## src/rtl/led_string_pkg.sv

```systemverilog
// Shared types and default 20 MHz timing for the one-wire LED string serializers.
package led_string_pkg;

  typedef enum logic [1:0] {
    S_IDLE,
    S_SHIFT,
    S_STALL,
    S_LATCH
  } ser_state_t;

  localparam int unsigned LED_BIT_CYCLES_20M = 24;
  localparam int unsigned LED_T0H_20M        = 6;
  localparam int unsigned LED_T1H_20M        = 12;
  localparam int unsigned LED_LATCH_20M      = 1600;

endpackage

```

## src/rtl/led_string_serializer.sv

```systemverilog
// One-wire NRZ pulse-width serializer for a single SK6812/WS2812 string.
// Pixels arrive over valid/ready, are shifted out MSB first, and each frame
// is closed by a low latch period.
module led_string_serializer
  import led_string_pkg::*;
#(
  parameter int unsigned BITS_PER_PIXEL    = 24,
  parameter int unsigned N_LEDS_PER_STRING = 236,
  parameter int unsigned BIT_CYCLES        = LED_BIT_CYCLES_20M,
  parameter int unsigned T0H_CYCLES        = LED_T0H_20M,
  parameter int unsigned T1H_CYCLES        = LED_T1H_20M,
  parameter int unsigned LATCH_CYCLES      = LED_LATCH_20M
) (
  input  logic                      clk,
  input  logic                      reset_n,
  input  logic [BITS_PER_PIXEL-1:0] pixel_data,
  input  logic                      pixel_valid,
  output logic                      pixel_ready,
  output logic                      sdi,
  output logic                      busy,
  output logic                      frame_done,
  output logic                      underrun
);

  localparam int unsigned BW = (BITS_PER_PIXEL > 1)    ? $clog2(BITS_PER_PIXEL)    : 1;
  localparam int unsigned CW = (BIT_CYCLES > 1)        ? $clog2(BIT_CYCLES)        : 1;
  localparam int unsigned PW = (N_LEDS_PER_STRING > 1) ? $clog2(N_LEDS_PER_STRING) : 1;
  localparam int unsigned LW = (LATCH_CYCLES > 1)      ? $clog2(LATCH_CYCLES)      : 1;

  if (!(T0H_CYCLES > 0 && T0H_CYCLES < T1H_CYCLES && T1H_CYCLES < BIT_CYCLES)) begin : g_bad_timing
    $error("led_string_serializer: need 0 < T0H_CYCLES < T1H_CYCLES < BIT_CYCLES");
  end

  ser_state_t                state_q, state_d;
  logic [BITS_PER_PIXEL-1:0] shreg_q, shreg_d;
  logic [BW-1:0]             bit_cnt_q, bit_cnt_d;
  logic [CW-1:0]             cyc_cnt_q, cyc_cnt_d;
  logic [PW-1:0]             pix_cnt_q, pix_cnt_d;
  logic [LW-1:0]             lat_cnt_q, lat_cnt_d;
  logic                      sdi_q, sdi_d;
  logic                      busy_q, busy_d;
  logic                      frame_done_q, frame_done_d;
  logic                      underrun_q, underrun_d;
  logic [CW-1:0]             high_cycles;

  logic last_cyc, last_bit, last_pix, pix_end, xfer;

  assign last_cyc = (cyc_cnt_q == CW'(BIT_CYCLES - 1));
  assign last_bit = (bit_cnt_q == BW'(BITS_PER_PIXEL - 1));
  assign last_pix = (pix_cnt_q == PW'(N_LEDS_PER_STRING - 1));
  assign pix_end  = (state_q == S_SHIFT) && last_cyc && last_bit;

  // Ready is combinational so a mid-frame pixel can be taken on the last
  // cycle of the previous one without a gap.
  assign pixel_ready = reset_n &&
                       ((state_q == S_IDLE) || (state_q == S_STALL) || (pix_end && !last_pix));
  assign xfer        = pixel_valid && pixel_ready;

  assign sdi        = sdi_q;
  assign busy       = busy_q;
  assign frame_done = frame_done_q;
  assign underrun   = underrun_q;

  // Next-state logic for the frame FSM, bit timer and pixel/latch counters.
  always_comb begin
    state_d      = state_q;
    shreg_d      = shreg_q;
    bit_cnt_d    = bit_cnt_q;
    cyc_cnt_d    = cyc_cnt_q;
    pix_cnt_d    = pix_cnt_q;
    lat_cnt_d    = lat_cnt_q;
    frame_done_d = 1'b0;
    underrun_d   = 1'b0;
    high_cycles  = '0;

    unique case (state_q)
      S_IDLE: begin
        if (xfer) begin
          state_d   = S_SHIFT;
          shreg_d   = pixel_data;
          bit_cnt_d = '0;
          cyc_cnt_d = '0;
        end
      end
      S_SHIFT: begin
        if (!last_cyc) begin
          cyc_cnt_d = cyc_cnt_q + CW'(1);
        end else begin
          cyc_cnt_d = '0;
          if (!last_bit) begin
            bit_cnt_d = bit_cnt_q + BW'(1);
            shreg_d   = shreg_q << 1;
          end else if (last_pix) begin
            state_d   = S_LATCH;
            lat_cnt_d = '0;
          end else if (xfer) begin
            shreg_d   = pixel_data;
            bit_cnt_d = '0;
            pix_cnt_d = pix_cnt_q + PW'(1);
          end else begin
            state_d    = S_STALL;
            lat_cnt_d  = '0;
            underrun_d = 1'b1;
          end
        end
      end
      S_STALL: begin
        // A pixel arriving on the final stall cycle still resumes the frame.
        if (xfer) begin
          state_d   = S_SHIFT;
          shreg_d   = pixel_data;
          bit_cnt_d = '0;
          cyc_cnt_d = '0;
          pix_cnt_d = pix_cnt_q + PW'(1);
        end else if (lat_cnt_q == LW'(LATCH_CYCLES - 1)) begin
          state_d   = S_IDLE;
          pix_cnt_d = '0;
        end else begin
          lat_cnt_d = lat_cnt_q + LW'(1);
        end
      end
      S_LATCH: begin
        if (lat_cnt_q == LW'(LATCH_CYCLES - 1)) begin
          state_d      = S_IDLE;
          pix_cnt_d    = '0;
          frame_done_d = 1'b1;
        end else begin
          lat_cnt_d = lat_cnt_q + LW'(1);
        end
      end
      default: state_d = S_IDLE;
    endcase

    high_cycles = shreg_d[BITS_PER_PIXEL-1] ? CW'(T1H_CYCLES) : CW'(T0H_CYCLES);
    sdi_d       = (state_d == S_SHIFT) && (cyc_cnt_d < high_cycles);
    busy_d      = (state_d != S_IDLE);
  end

  // State and registered outputs with synchronous active-low reset.
  always_ff @(posedge clk) begin
    if (!reset_n) begin
      state_q      <= S_IDLE;
      shreg_q      <= '0;
      bit_cnt_q    <= '0;
      cyc_cnt_q    <= '0;
      pix_cnt_q    <= '0;
      lat_cnt_q    <= '0;
      sdi_q        <= 1'b0;
      busy_q       <= 1'b0;
      frame_done_q <= 1'b0;
      underrun_q   <= 1'b0;
    end else begin
      state_q      <= state_d;
      shreg_q      <= shreg_d;
      bit_cnt_q    <= bit_cnt_d;
      cyc_cnt_q    <= cyc_cnt_d;
      pix_cnt_q    <= pix_cnt_d;
      lat_cnt_q    <= lat_cnt_d;
      sdi_q        <= sdi_d;
      busy_q       <= busy_d;
      frame_done_q <= frame_done_d;
      underrun_q   <= underrun_d;
    end
  end

endmodule

```

## config.mk

```make
export PLATFORM = sky130hd
export DESIGN_NAME = led_string_serializer
export DESIGN_NICKNAME = d
export VERILOG_FILES = /design/src/rtl/led_string_pkg.sv /design/src/rtl/led_string_serializer.sv
export SDC_FILE = /design/constraint.sdc
export NUM_CORES = 1
export LEC_CHECK = 0
export CAP_MARGIN = 20
export CORE_MARGIN = 5
export CORE_UTILIZATION = 59
export CTS_BUF_LIST = sky130_fd_sc_hd__clkbuf_4 sky130_fd_sc_hd__clkbuf_8
export DETAILED_ROUTE_END_ITERATION = 8
export HOLD_SLACK_MARGIN = 0.06
export PLACE_DENSITY = 0.85
export SLEW_MARGIN = 20
export SYNTH_ARGS = -nofsm -noshare
export SYNTH_HDL_FRONTEND = slang
export SYNTH_SLANG_ARGS = --single-unit
```

## constraint.sdc

```tcl
create_clock -name clk -period 2.4 [get_ports clk]
set_clock_uncertainty 0.1 [all_clocks]
set_input_delay 0.36 -clock clk [delete_from_list [all_inputs] [get_ports clk]]
set_output_delay 0.36 -clock clk [all_outputs]
set_load 0.03 [all_outputs]
```

Yosys cells after proc, flatten, opt, wreduce, memory -nomap -nowiden --
Cells that the tools add are included.
Word-level totals: bits in registers 59, input port bits 27, output and inout bits 5, logic and storage cells 92
Cells by class: $add $sub $neg 4, order comparisons 1, equality and inequality tests 15, multiplexer cells 38, bitwise operators 4, reductions and logical operators 19
Operator list (number):
- 24-bit two-way mux | 4
- 11-bit two-way mux | 6
- 8-bit two-way mux | 6
- 24-bit one-hot mux with 2 select lines | 1
- 11-bit one-hot mux with 3 select lines | 1
- 5-bit two-way mux | 6
- 8-bit one-hot mux with 3 select lines | 1
- 5-bit one-hot mux with 2 select lines | 2
- 2-bit two-way mux | 7
- 11-bit by 1-bit adder with 11-bit output, second input constant | 1
- 11-bit == test, second input constant | 1
- 5-bit by 1-bit adder with 5-bit output, second input constant | 2
- 5-bit == test, second input constant | 2
- 2-bit != test, second input constant | 5
- 5-bit AND reduction | 2
- 8-bit by 1-bit adder with 8-bit output, second input constant | 1
- 8-bit == test, second input constant | 1
- 2-bit one-hot mux with 4 select lines | 1
- 1-bit logical AND | 6
- 3-bit != test, second input constant | 2
- 5-bit by 4-bit less-than comparator with 1-bit output | 1
- 5-bit OR reduction | 1
- 2-bit by 1-bit == test with 1-bit output, second input constant | 2
- 2-bit == test, second input constant | 2
- 11 further kinds | 17

Depth between registers and ports, before layout --
Gate-level depths: netlist (run 1).
word-level depth 15, depth in mapped cells 9, depth with buffers taken out 8

Worst setup path before layout (run 1) --
No wires, ideal clock.
path type flip-flop to output port, from register cyc_cnt_q[0], to output port pixel_ready, arrival 1.739 ns, required time 1.940 ns, path slack 0.201 ns, stages on the path, launching flop included 9, buffers on the path 2, cell sequence dfxtp_1 > ha_1 > and4b_1 > buf_2 > nand3_1 > o21ai_1 > nand2_1 > clkbuf_1 > inv_1
On the way: cells in the longest elaborated chain, start to end 6
Ends and longest elaborated chain:
- from (decl) | RTL line led_string_serializer.sv:37 | logic [CW-1:0] cyc_cnt_q, cyc_cnt_d;
- from (signal assigned) | RTL line led_string_serializer.sv:156 | cyc_cnt_q <= cyc_cnt_d;
- 5-bit == test | RTL line led_string_serializer.sv:48 | assign last_cyc = (cyc_cnt_q == CW'(BIT_CYCLES - 1));
- 1-bit logical AND (2 in series) | RTL line led_string_serializer.sv:51 | assign pix_end = (state_q == S_SHIFT) && last_cyc && last_bit;
- 1-bit logical AND | RTL line led_string_serializer.sv:56 | ((state_q == S_IDLE) || (state_q == S_STALL) || (pix_end && !last_pix));
- 1-bit logical OR | RTL line led_string_serializer.sv:56
- 1-bit logical AND | RTL line led_string_serializer.sv:55 | assign pixel_ready = reset_n &&
- to (decl) | RTL line led_string_serializer.sv:18 | output logic pixel_ready,
Every way passes these cells.

Worst setup path after layout (run 1) --
from register bit_cnt_q[0], to register bit_cnt_q[4]
On the way: cells in the longest elaborated chain, start to end 11, elaborated cells between the ends (all ways) 14, those cells by class 1 x add/sub; 2 x eq/ne; 5 x mux; 6 x reduce/logical
Ends and longest elaborated chain:
- from (decl) | RTL line led_string_serializer.sv:36 | logic [BW-1:0] bit_cnt_q, bit_cnt_d;
- from (signal assigned) | RTL line led_string_serializer.sv:155 | bit_cnt_q <= bit_cnt_d;
- 5-bit == test | RTL line led_string_serializer.sv:49 | assign last_bit = (bit_cnt_q == BW'(BITS_PER_PIXEL - 1));
- 1-bit logical AND | RTL line led_string_serializer.sv:51
- 1-bit logical AND | RTL line led_string_serializer.sv:56
- 1-bit logical OR | RTL line led_string_serializer.sv:56
- 1-bit logical AND | RTL line led_string_serializer.sv:55
- 1-bit logical AND | RTL line led_string_serializer.sv:57 | assign xfer = pixel_valid && pixel_ready;
- 5-bit two-way mux (2 in series)
- 5-bit two-way mux | RTL line led_string_serializer.sv:90 | if (!last_bit) begin
- 5-bit two-way mux | RTL line led_string_serializer.sv:86 | if (!last_cyc) begin
- 5-bit one-hot mux with 2 select lines | RTL line led_string_serializer.sv:76 | unique case (state_q)
Parallel ways exist; a longest one is shown, timed or not. The select of a mux whose other input is x is not followed. A chain may end at the register's enable or synchronous reset.

==> impl.org, run 1 <==
** Floorplanning
- Measured along the x axis, the die boundary spans 82.4 µm.
- Boundary pin count :: 32
- Height of the die :: 82.4 µm
- Starting density of the core :: between 60% and 70%
- Row generation in the floorplan step produced 26 rows.
- The die covers ~0.007 mm².
- Core box area :: approximately 0.005 mm²

** Route
- Wire length reported by the detailed router :: 7.76 mm
- In the routed layout, each cell is associated on average with a via count of just over 6.
- In this run the remaining antenna-violating nets after routing total 0.
- Detailed Route Iter0 Violations :: 203
- Detailed-router iteration count before antenna repair :: 4
- Number of DRC violations after detailed routing :: 0
- The final route contains approximately 2800 vias.
- Average wire per cell in the routed design :: about 17 µm

** Job
- Across the run, the number of max-cap violations was 0.

** CTS
- The H-tree was split into 3 levels.
- Root buffer selected by CTS :: sky130_fd_sc_hd__clkbuf_8
- The tree built by TritonCTS fans out to 59 sinks.
- Number of buffers between clock root and the deepest sink :: 2
- After clock tree synthesis, the flow added hold-fix buffers numbering 0.
- Clock latency of the later-clocked register in the worst-skew pair :: 0.35 ns
- After clock tree synthesis, the clock-pin slew on the worst setup and hold paths is 0.07 ns.
- TritonCTS clock tree :: built
- TritonCTS created 9 clock buffers.

** Hold path
- The tightest min-delay check is of the reg2reg type.

** Pwr
- Summed over all nets, the switching power comes to ~0.53 mW.
- Cell Pwr Density :: 597 mW/mm²
- Portion of total power attributed to the clock network :: 45.3%
- Share of power burned in combinational logic :: approximately 9%
- Part of the power in registers :: 45.5%
- Leakage power :: ~1.5 nW
- Worst VDD drop :: 0.000618 V
- Switching Fraction :: a little under a quarter
- Int Power :: ~1.8 mW
- Post-layout total power :: roughly 2.3 mW

** Setup path
- Startpoint kind of the worst setup timing path :: flop
- The slowest stage of the critical path is the sky130_fd_sc_hd__nor3_1 cell.
- Walking the worst path, the cells encountered are ha_2 -> nand4b_1 -> buf_4 -> nor3_1 -> nor3b_1 -> and4b_1 -> a41o_1.
- WP data required :: roughly 2.5 ns
- The worst setup path is of the reg2reg kind.
- Of all nets on the critical path, the largest fanout is 4.
- The largest single stage delay on the critical path is roughly 0.44 ns.
- Data arrival time of the critical path :: approximately 2.4 ns
- STA classifies the critical path endpoint as a flop.

** Global route
- The number of global-route vias before repair came to between 2000 and 3000.
- Initial antenna violation count :: 0
- Summed over all layers, the global routing overflow is 0.
- Global routing used around 25% of the available tracks.
- The first global-routing pass estimated between 10 and 15 mm of wire.
- Entering global routing, the biggest net connects 24 pins.

** Logic synthesis
- Total of warnings raised by yosys :: 0
- Share of the synthesized area in the top cell type :: a little under two fifths
- Mean cell area of the mapped netlist :: 8.72 µm²
- Counting every instance in the synthesized netlist gives 355.
- For this run, the register share of the synthesized area comes to a little under two fifths.
- sky130_fd_sc_hd__dfxtp_1 takes more of the synthesized area than any other cell.
- Most used DFF post-synth :: sky130_fd_sc_hd__dfxtp_1
- Post-synth cell types :: 57
- Share of flip-flops with an asynchronous set or reset :: 0%
- Mapped Nets :: 387
- Top cells by area, synth :: sky130_fd_sc_hd__dfxtp_1 (38%), sky130_fd_sc_hd__mux2i_1 (8.4%), sky130_fd_sc_hd__o221ai_1 (6.5%)
- After synthesis the cells add up to 0.00310 mm².
- Counting flops with a built-in enable in the synthesized netlist gives 0.
- After synthesis the netlist holds a flip-flop and latch count of 59.

** Timing
- Max_slew headroom :: approximately 67%
- Final period util :: 94.9%
- Number of failing hold endpoints at the final stage :: 0
- Slew at the pin closest to its max-slew limit :: 0.494 ns
- For the finished layout, the period the worst path requires is 2.28 ns.
- Setup violators final :: 0
- The max-slew violation total from the final report was 0.
- Across all hold checks on the routed design, the worst slack comes to about 0.39 ns.
- Achievable frequency :: ~440 MHz

** Placed design
- During placement, the flow inserted port buffers numbering 31.
- Once detailed placement completed, the half-perimeter wirelength came to ~5.2 mm.
- Weighted congestion reported at the end of routability-driven placement :: 0.974

** Cells and area
- Post-layout nets :: roughly 430
- Seq. cell area :: approximately 0.0012 mm²
- The repair_antennas step left the layout with diodes totalling 0.
- Leaving out fill and tap cells, the most frequent cell in the layout is sky130_fd_sc_hd__dfxtp_1.
- Number of inserted filler cells in the final layout :: about 380
- The post-route netlist has between 10% and 20% of its cells at a drive strength greater than 1.
- Multi-input gate area :: 0.00173 mm²
- The area growth from synthesis to layout is 23.5%.
- In the layout the commonest cells are sky130_fd_sc_hd__dfxtp_1 (54), sky130_fd_sc_hd__nand2_1 (38), sky130_fd_sc_hd__clkdlybuf4s50_1 (30).

** Run status
- The run finished with clean final reports.
## cell families (layout without fill, tap and decap cells)
| logic type | count (synthesis) | count (layout) | synth area share [%] |
|---|---|---|---|
| flops | 59 | 59 | 38.1 |
| fa+ha+maj | 5 | 5 | 2.02 |
| compound gates | 76 | 76 | 18.7 |
| xor+xnor | 4 | 4 | 1.13 |
| buf+inv | 51 | 94 | 7.43 |
| mux | 26 | 26 | 8.40 |
| simple gates | 134 | 134 | 24.2 |
## routing by layer
metal  up-vias  part of all wire [%]  track usage (%)
met3        21                   5.2             8.46
met2        74                    53             44.6
li1       1383                     -                -
met5         -                     0                0
met4         0                   2.5             10.8
met1      1354                    39             26.7
## critical path: cells and delay by family (launching register included)
kind / cells / cell delay (ns)
and+or+nand+nor: 4 / 1.09
AOI/OAI and AO/OA: 1 / 0.19
adders and majority gates: 1 / 0.19
DFF: 1 / 0.35
buffers and inverters: 1 / 0.25
## path summary, 6_finish.rpt
check | startpoint | to | slack [ns] | depth (start not counted)
worst max-delay path | bit_cnt_q[0]$_SDFFE_PN0P_ | bit_cnt_q[4]$_SDFFE_PN0P_ | 0.12 | 7
worst min-delay path | lat_cnt_q[10]$_SDFFE_PN0P_ | lat_cnt_q[10]$_SDFFE_PN0P_ | 0.39 | 2
worst max register to register | bit_cnt_q[0]$_SDFFE_PN0P_ | bit_cnt_q[4]$_SDFFE_PN0P_ | 0.12 | 7
worst min register to register | lat_cnt_q[10]$_SDFFE_PN0P_ | lat_cnt_q[10]$_SDFFE_PN0P_ | 0.39 | 2
## power groups by stage
stage	combinational (mW)	sequential, mW	clock, mW
6_report	0.208	1.04	1.03
5_1_grt	0.225	1.04	1.10
4_1_cts	0.207	1.04	1.05
3_5_place_dp	0.203	1.06	0
3_3_place_gp	0.195	1.06	0
2_1_floorplan	0.120	1.05	0
## cell usage after synthesis, drive strengths merged, types with 2 or more instances
cell type and count:
o31ai 3, or2 3, a21oi 10, dfxtp 59, a21boi 8, o221ai 23, nand3 19, o22ai 2
and2 5, a31oi 3, or3 5, nand2b 4, buf 15, nor3b 5, ha 5, or4 3
a211o 5, nand4 9, nor3 8, nor2b 2, nand4b 2, xnor2 3, and4b 3, nand2 38
o311ai 2, and3 4, clkbuf 9, and4 3, mux2i 26, and3b 2, o21ai 11, o211ai 2
nor2 13, inv 27
## registers in the layout (all words and copies together) (netlist names)
name	count
sdi	1
busy	1
frame_done	1
pix_cnt_q	8
cyc_cnt_q	5
underrun	1
state_q	2
bit_cnt_q	5
lat_cnt_q	11
shreg_q	24
## cell type report
class | instances | share of cell area (%)
sequential | 59 | 31.1
timing repair buffer | 51 | 12.8
inverter | 27 | 2.65
multi-input combinational | 245 | 45.3
tap | 70 | 2.29
clock buffer | 11 | 3.96
clock inverter | 5 | 1.96
## metrics by stage
step	setup WS [ns]	TNS (ns)	util, %	area, µm²	instances
floorplan	0.201	0	-	3100	355
global placement	0.0204	0	68.4	3500	447
detailed placement	-0.0764	-0.0764	68.4	3500	447
CTS	0.00579	0	73.2	3740	464
global route	-0.00696	-0.00696	74.9	3820	468
finish	0.122	0	74.9	3820	468
## repair_timing
action / 4_1_cts / 5_1_grt
pin swaps: 0 / 2
buffers inserted: 1 / 3
gates cloned: 0 / 1
setup endpoints to repair: 1 / 5
gates resized for setup: 3 / 11
Power figures use the tool's default switching activity.
==> run 2, diff against run 1 <==
- PLACE_DENSITY: 0.85 -> 0.83
- RECOVER_POWER: default -> 50
==> run 2 against run 1 <==
  * Setup slack improved by 0.014 ns
  * Highest routed layer unchanged
  * Hold slack got worse by 0.0060 ns
  * Register-to-register slack improved by 0.06 ns
==> impl.org, run 2 (synthesis results as in run 1) <==
** Cells and area
- Biggest register :: shreg_q
- Most common cell after layout, fill and taps aside :: sky130_fd_sc_hd__dfxtp_1
- Relative to the synthesized area, the layout overhead comes to 21.9%.
- Post-layout nets :: roughly 430
- The largest registers in the layout are shreg_q: 24 flops, lat_cnt_q: 11 flops, pix_cnt_q: 8 flops.
- Largest register FFs :: 24
- Layout cells sized above 1 :: approximately 14%
- ANT cells :: 0
- The library cells used most frequently in the layout, excluding fill and tap cells, are sky130_fd_sc_hd__dfxtp_1 (58), sky130_fd_sc_hd__nand2_1 (38), sky130_fd_sc_hd__inv_1 (27), sky130_fd_sc_hd__clkdlybuf4s50_1 (27), sky130_fd_sc_hd__mux2i_1 (26).

** Setup path
- STA puts the critical path data required time at 1.94 ns.
- Together, buffers and inverters on the worst path number 2.
- Of all nets on the critical path, the largest fanout is 6.
- The worst register-to-register path begins at cyc_cnt_q[1]$_SDFF_PN0_.
- Worst flop-to-flop path endpoint :: lat_cnt_q[9]$_SDFFE_PN0P_
- Kind of end point of the critical path :: output pin
- The worst register-to-register path has a depth of 7.
- In this run the register-to-register setup slack is 0.18 ns.
- Data arrival time of the critical path :: 1.80 ns
- Startpoint kind of the worst setup timing path :: flop
- Kind of cell with the highest combined delay on the critical path :: simple AND/OR/NAND/NOR gates
- Worst Setup Path Type :: reg2out
- Delay contributed by the slowest stage of the critical path :: roughly 0.4 ns
- The signal on the critical path passes through ha_4 -> and4b_2 -> nand3_1 -> o21ai_2 -> nand2_1 -> inv_1 -> buf_4.
- Crit path max-delay cell type :: sky130_fd_sc_hd__dfxtp_1

** Placed design
- At the end of routability-driven placement, the weighted congestion stood at 0.889.
- Post-detailed-placement half-perimeter wirelength :: 4.99 mm
- Port Buffer Count :: 31

** Run status
- Run status :: completed

** CTS
- The clock reaches the later pin of the worst-skew pair after 0.33 ns.
- Clock edge transition at the registers on the reported setup and hold paths :: approximately 0.060 ns
- Number of buffers between clock root and the deepest sink :: 2
- Number of buffers added by the clock tree synthesis step :: 9
- The tree is rooted in a sky130_fd_sc_hd__clkbuf_8.
- TritonCTS clock tree :: built
- Number of levels the H-tree was split into :: 3
- Counting every sink on the clock net gives between 50 and 60.

** Route
- Number of DRC violations after detailed routing :: 0
- The final layout contains routed wiring with a total length of 6.95 mm.
- Via count normalized by instance count :: around 5.9
- Detailed-router iteration count before antenna repair :: 5
- In this run, the number of DRC markers left after iteration 0 of detailed routing was approximately 190.
- Residual antenna-violating net count after detailed routing :: 0
- Vias post-DR :: around 2800
- After detailed routing, the average wire length per cell comes to roughly 15 µm.

** Timing
- Achievable frequency :: roughly 440 MHz
- The max-slew violation total from the final report came to 0.
- Final period demand of the worst path :: between 2 and 2.5 ns
- The final critical path takes up between 90% and 100% of the cycle.
- Final hold analysis gives a worst-case slack of ~0.38 ns.
- For the pin with the worst max-slew slack, the measured transition is 0.473 ns.
- Number of failing hold endpoints at the final stage :: 0
- Setup violations remaining at the end of the flow were counted as 0.
- Measured against its own limit, the worst slew margin works out to around two thirds.

** Global route
- The first global-routing pass estimated between 10 and 15 mm of wire.
- Initial antenna violation count :: 0
- Largest net degree at the start of global routing :: 26
- Across every metal layer, demand over resource in global routing totals between 20% and 30%.
- GR Overflow Total :: 0
- The number of global-route vias before repair is 2667.

** Hold path
- The worst hold path passes through 2 cells.
- Worst hold path endpoint :: shreg_q[0]$_SDFFE_PN0P_
- Worst hold-check path type :: reg2reg
- Worst Min Path Start :: shreg_q[0]$_SDFFE_PN0P_

** Floorplanning
- Num rows :: 26
- Total die area :: a little under 0.007 mm²
- Floorplan die width :: just over 80 µm
- The die is 82.4 µm tall.
- For this configuration, the core starts out at a cell density of 60.6%.
- The core region is 0.00511 mm².
- Boundary pin count :: 32

** Pwr
- Overall power consumption after layout is estimated at between 2 and 2.5 mW.
- VDD sags by at most between 0.0005 and 0.0006 V.
- Power spread over the standard cell area amounts to ~570 mW/mm².
- For this design the static power due to leakage is ~1.4 nW.

** Job
- The tool flagged a number of max-cap violations equal to 0.
## run 2: cell count changes in the layout (fill, tap and decap cells not counted), sizes merged
cell	previous run	this run
clkbuf	12	11
clkdlybuf4s50	30	27
clkinvlp	0	1
buf	20	24
dlygate4sd3	0	3
bufinv	2	1
## run 2: worst max path at each step
stage / startpoint / endpoint / slack [ns] / cells past startpoint
final: cyc_cnt_q[1]$_SDFF_PN0_ / pixel_ready / 0.14 / 7
after global routing: cyc_cnt_q[1]$_SDFF_PN0_ / pixel_ready / -0.03 / 7
after CTS: cyc_cnt_q[0]$_SDFFE_PN0P_ / pixel_ready / 0.006 / 7
after detailed placement: reset_n / sdi$_SDFF_PN0_ / -0.008 / 8
after global placement: reset_n / sdi$_SDFF_PN0_ / 0.08 / 8
after floorplan: cyc_cnt_q[0]$_SDFFE_PN0P_ / pixel_ready / 0.20 / 8
## run 2: metrics by stage
stage | worst slack, ns | std cells | util, % | TNS (ns) | instance area [µm²]
floorplan | 0.201 | 355 | - | 0 | 3100
global route | -0.0277 | 471 | 73.9 | -0.0277 | 3770
detailed placement | -0.00795 | 452 | 69.2 | -0.00795 | 3530
finish | 0.136 | 471 | 73.9 | 0 | 3770
global placement | 0.0839 | 452 | 69.2 | 0 | 3530
CTS | 0.00589 | 469 | 73.3 | 0 | 3750
## run 2: final cells by class
type | count | area [µm²]
flip-flops and latches | 59 | 1180
multi-input cells | 245 | 1710
well taps | 70 | 87.6
repair buffers | 54 | 493
inverters | 27 | 101
clock inverters | 5 | 52.6
clock buffers | 11 | 145
fillers | 369 | 1330
## run 2: metal layers
layer	global-route usage (%)	share of wire, %	vias to the layer above
li1	-	-	1390
met1	28.8	45	1294
met5	0	0	-
met4	8.47	1.1	0
met2	37.3	49	75
met3	4.45	5.3	6
## run 2: where the power goes
part	switching, mW	total [mW]	leakage (nW)	internal, mW
sequential	0.0256	1.04	0.480	1.01
clock	0.389	0.903	0.103	0.514
combinational	0.101	0.209	0.861	0.108
total	0.516	2.15	1.44	1.63
## run 2: what timing repair did
action / 4_1_cts / 5_1_grt
resized for setup: 3 / 3
hold buffers: 0 / 0
pin swaps: 0 / 1
setup endpoints to repair: 1 / 2
setup buffers: 1 / 2
## run 2: worst min-delay path, stage by stage, from the launching register on
cell                      delay, ns
sky130_fd_sc_hd__dfxtp_1       0.32
sky130_fd_sc_hd__nand3_1       0.06
sky130_fd_sc_hd__mux2i_1       0.05
==> run 3, diff against run 2 <==
- CORE_UTILIZATION: 59 -> 33
- GPL_TIMING_DRIVEN: default -> 1
- PLACE_DENSITY: 0.83 -> 0.52
==> run 3 against run 2 <==
  * Die area rose by 68%
  * Combinational power barely moved
  * Critical path depth did not move
  * Global-route usage fell by 9.4 points
  * Maximum frequency rose by 0.50%
  * First-iteration DRC count fell by 66%
  * Cell count rose by 8.3%
  * Sequential cell count did not move
  * Routed wire length rose by 2.3%
  * Non-clock buffer count fell by 2
  * Utilization fell by 32 points
  * Hold slack got worse by 0.0015 ns
  * Critical path type unchanged
==> impl.org, run 3 (synthesis results as in run 1) <==
** Run status
- Run status :: completed

** Cells and area
- Counting flops per register, the top entry is shreg_q.
- Biggest registers after layout :: shreg_q: 24 flops, lat_cnt_q: 11 flops, pix_cnt_q: 8 flops
- Across the whole layout, storage elements account for ~0.0012 mm².
- The net count of the finished layout is approximately 430.
- Largest register FFs :: 24
- The library cell used most frequently in the layout, excluding fill and tap cells, is sky130_fd_sc_hd__dfxtp_1.
- ANT cells :: 0
- Cells fill around two fifths of the core in the end.
- Top library cells by usage in the layout, fill and taps aside :: sky130_fd_sc_hd__dfxtp_1 (55), sky130_fd_sc_hd__nand2_1 (38), sky130_fd_sc_hd__inv_1 (27)
- Syn-to-layout area delta :: 22.9%
- With fillers left out, the area of the finished cells amounts to 0.00381 mm².
- The multi-input combinational cells in the finished layout cover a total of 0.00171 mm².
- The filler cells instantiated in the layout total 949.
- The post-route netlist has 13.8% of its cells at a drive strength greater than 1.

** Route
- Detailed-router iteration count before antenna repair :: 4
- Dividing the detail-routed via count by the number of cells gives approximately 5.3.
- In this run, the number of DRC markers left after iteration 0 of detailed routing was 66.
- After detailed routing, the number of remaining DRC violations is 0.
- Average wire per cell in the routed design :: around 14 µm
- Wire length reported by the detailed router :: ~7 mm
- Vias post-DR :: ~2700
- Residual antenna-violating net count after detailed routing :: 0

** Setup path
- In this run the worst path has a maximum fanout of 6.
- Worst flop-to-flop path endpoint :: lat_cnt_q[9]$_SDFFE_PN0P_
- Worst Setup Path Type :: reg2out
- Kind of end point of the critical path :: output pin
- Startpoint kind of the worst setup timing path :: flop
- Data on the critical path is required at its endpoint by 1.94 ns.
- Worst R2R Path Depth :: 7
- Internal reg-to-reg setup slack :: approximately 0.19 ns
- Data arrival time of the critical path :: about 1.8 ns
- The worst register-to-register path begins at lat_cnt_q[0]$_SDFFE_PN0P_.

** Placed design
- Port Buffer Count :: 31
- Weighted congestion reported at the end of routability-driven placement :: just over 0.8
- The wire-length estimate of the detail-placed layout is 4.91 mm.
- Instance area after placement :: between 0.003 and 0.004 mm²

** Floorplanning
- Boundary pin count :: 32
- Floorplan die width :: 107 µm
- Height of the die :: approximately 110 µm
- The die covers ~0.011 mm².
- In this run the core area contains 35 standard-cell rows.
- Starting density of the core :: approximately a third
- Core box area :: ~0.0092 mm²

** Timing
- Summed over all failing endpoints, the final setup total negative slack is 0 ns.
- The routed design could run at a clock period as short as 2.25 ns.
- The number of hold violations in the final report is 0.
- Setup repair after global routing left no endpoint under its margin.
- Slew at the pin closest to its max-slew limit :: 0.491 ns
- Setup violations remaining at the end of the flow were counted as 0.
- Achievable frequency :: about 440 MHz
- Headroom to the max-slew limit came out at about two thirds.
- Count of final max-slew check failures :: 0
- The worst path uses a little over nine tenths of the clock period.

** Global route
- Summed over all layers, the global routing overflow is 0.
- The first global-routing pass estimated 12.1 mm of wire.
- The number of global-route vias before repair is about 2600.
- Overall Global Routing Usage :: between 10% and 20%
- Initial antenna violation count :: 0
- Entering global routing, the biggest net connects 23 pins.

** CTS
- Clock edge transition at the registers on the reported setup and hold paths :: ~0.070 ns
- The clock tree synthesis step divided the H-tree into 3 levels.
- The clock passes through at most 2 buffers.
- The number of clock buffers added by TritonCTS is 9.
- Num Clock Sinks :: between 50 and 60
- TritonCTS clock tree :: built
- Clock latency of the later-clocked register in the worst-skew pair :: ~0.34 ns
- Root buffer selected by CTS :: sky130_fd_sc_hd__clkbuf_8

** Pwr
- Summed over all nets, the switching power comes to between 0.5 and 0.6 mW.
- For this design the ratio of total power to cell area is roughly 560 mW/mm².
- Leakage power :: between 1 and 1.5 nW
- Switching Fraction :: ~25%
- Portion of total power attributed to the clock network :: 41.8%
- Int Power :: roughly 1.6 mW
- The completed layout was analyzed and its total power is ~2.1 mW.
- In this run, flip-flops and latches consume between 40% and 50% of the power.
- Share of power burned in combinational logic :: 9.7%
- The worst-case IR drop observed on VDD is 0.000245 V.

** Hold path
- The worst hold path passes through 2 cells.
- Worst hold-check path type :: reg2reg
- Worst Min Path Start :: shreg_q[0]$_SDFFE_PN0P_
- For hold timing, the worst endpoint is shreg_q[1]$_SDFFE_PN0P_.

** Job
- Across the run, the number of max-cap violations was 0.
## run 3: changes by cell type in the layout (fill, tap and decap cells not counted), moves of 2 or more
cell / change
sky130_fd_sc_hd__dfxtp_1: -3
sky130_fd_sc_hd__buf_4: -6
sky130_fd_sc_hd__dfxtp_2: +3
sky130_fd_sc_hd__clkbuf_1: +2
sky130_fd_sc_hd__clkdlybuf4s50_1: -2
sky130_fd_sc_hd__dlygate4sd3_1: +2
## run 3: cell type report
cell class	instances	share of cell area, %
tap	111	3.65
sequential	59	31.2
clock buffer	9	3.25
multi-input combinational	245	44.8
timing repair buffer	52	12.6
inverter	27	2.66
clock inverter	7	1.81
## run 3: critical path, cell delays in order (launching register included)
cell,delay [ns]
sky130_fd_sc_hd__dfxtp_2,0.40
sky130_fd_sc_hd__ha_4,0.18
sky130_fd_sc_hd__and4b_2,0.27
sky130_fd_sc_hd__nand3_1,0.12
sky130_fd_sc_hd__o21ai_2,0.17
sky130_fd_sc_hd__nand2_1,0.09
sky130_fd_sc_hd__inv_1,0.08
sky130_fd_sc_hd__buf_4,0.16
## run 3: repair_timing
item | 4_1_cts | 5_1_grt
gates resized for setup | 3 | 8
pin swaps | 0 | 1
buffers inserted | 1 | 0
endpoints found under the setup margin | 1 | 3
hold buffers | 0 | 0
## run 3: routing by layer
metal	routed length (µm)	vias up	part of all wire [%]	track usage (%)
met3	312	8	4.4	4.15
li1	-	1385	-	-
met1	3580	1244	50	17.1
met5	0	-	0	0
met4	85	0	1.2	4.57
met2	3140	48	44	20.4
## run 3: metrics by stage
stage | setup WS [ns] | cells | hold WS (ns)
5_1_grt | 0.0197 | 510 | 0.403
2_1_floorplan | 0.201 | 355 | 0.332
3_3_place_gp | 0.0522 | 493 | 0.358
6_report | 0.147 | 510 | 0.378
3_5_place_dp | 0.00995 | 493 | 0.352
4_1_cts | 0.00716 | 510 | 0.378
## run 3: power by group through the flow
stage | registers, mW | logic (mW) | clock network (mW)
after floorplan | 1.05 | 0.120 | 0
after global placement | 1.05 | 0.209 | 0
after detailed placement | 1.06 | 0.211 | 0
after CTS | 1.03 | 0.212 | 0.924
after global routing | 1.04 | 0.230 | 0.964
final | 1.03 | 0.207 | 0.893
## run 3: worst max-delay path by stage
| stage | start | endpoint | slack [ns] | depth (start not counted) |
|---|---|---|---|---|
| floorplan | cyc_cnt_q[0]$_SDFFE_PN0P_ | pixel_ready | 0.20 | 8 |
| global placement | reset_n | sdi$_SDFF_PN0_ | 0.05 | 8 |
| detailed placement | reset_n | lat_cnt_q[7]$_SDFFE_PN0P_ | 0.01 | 6 |
| CTS | cyc_cnt_q[0]$_SDFFE_PN0P_ | pixel_ready | 0.007 | 7 |
| global route | bit_cnt_q[0]$_SDFFE_PN0P_ | pixel_ready | 0.02 | 7 |
| finish | cyc_cnt_q[0]$_SDFFE_PN0P_ | pixel_ready | 0.15 | 7 |
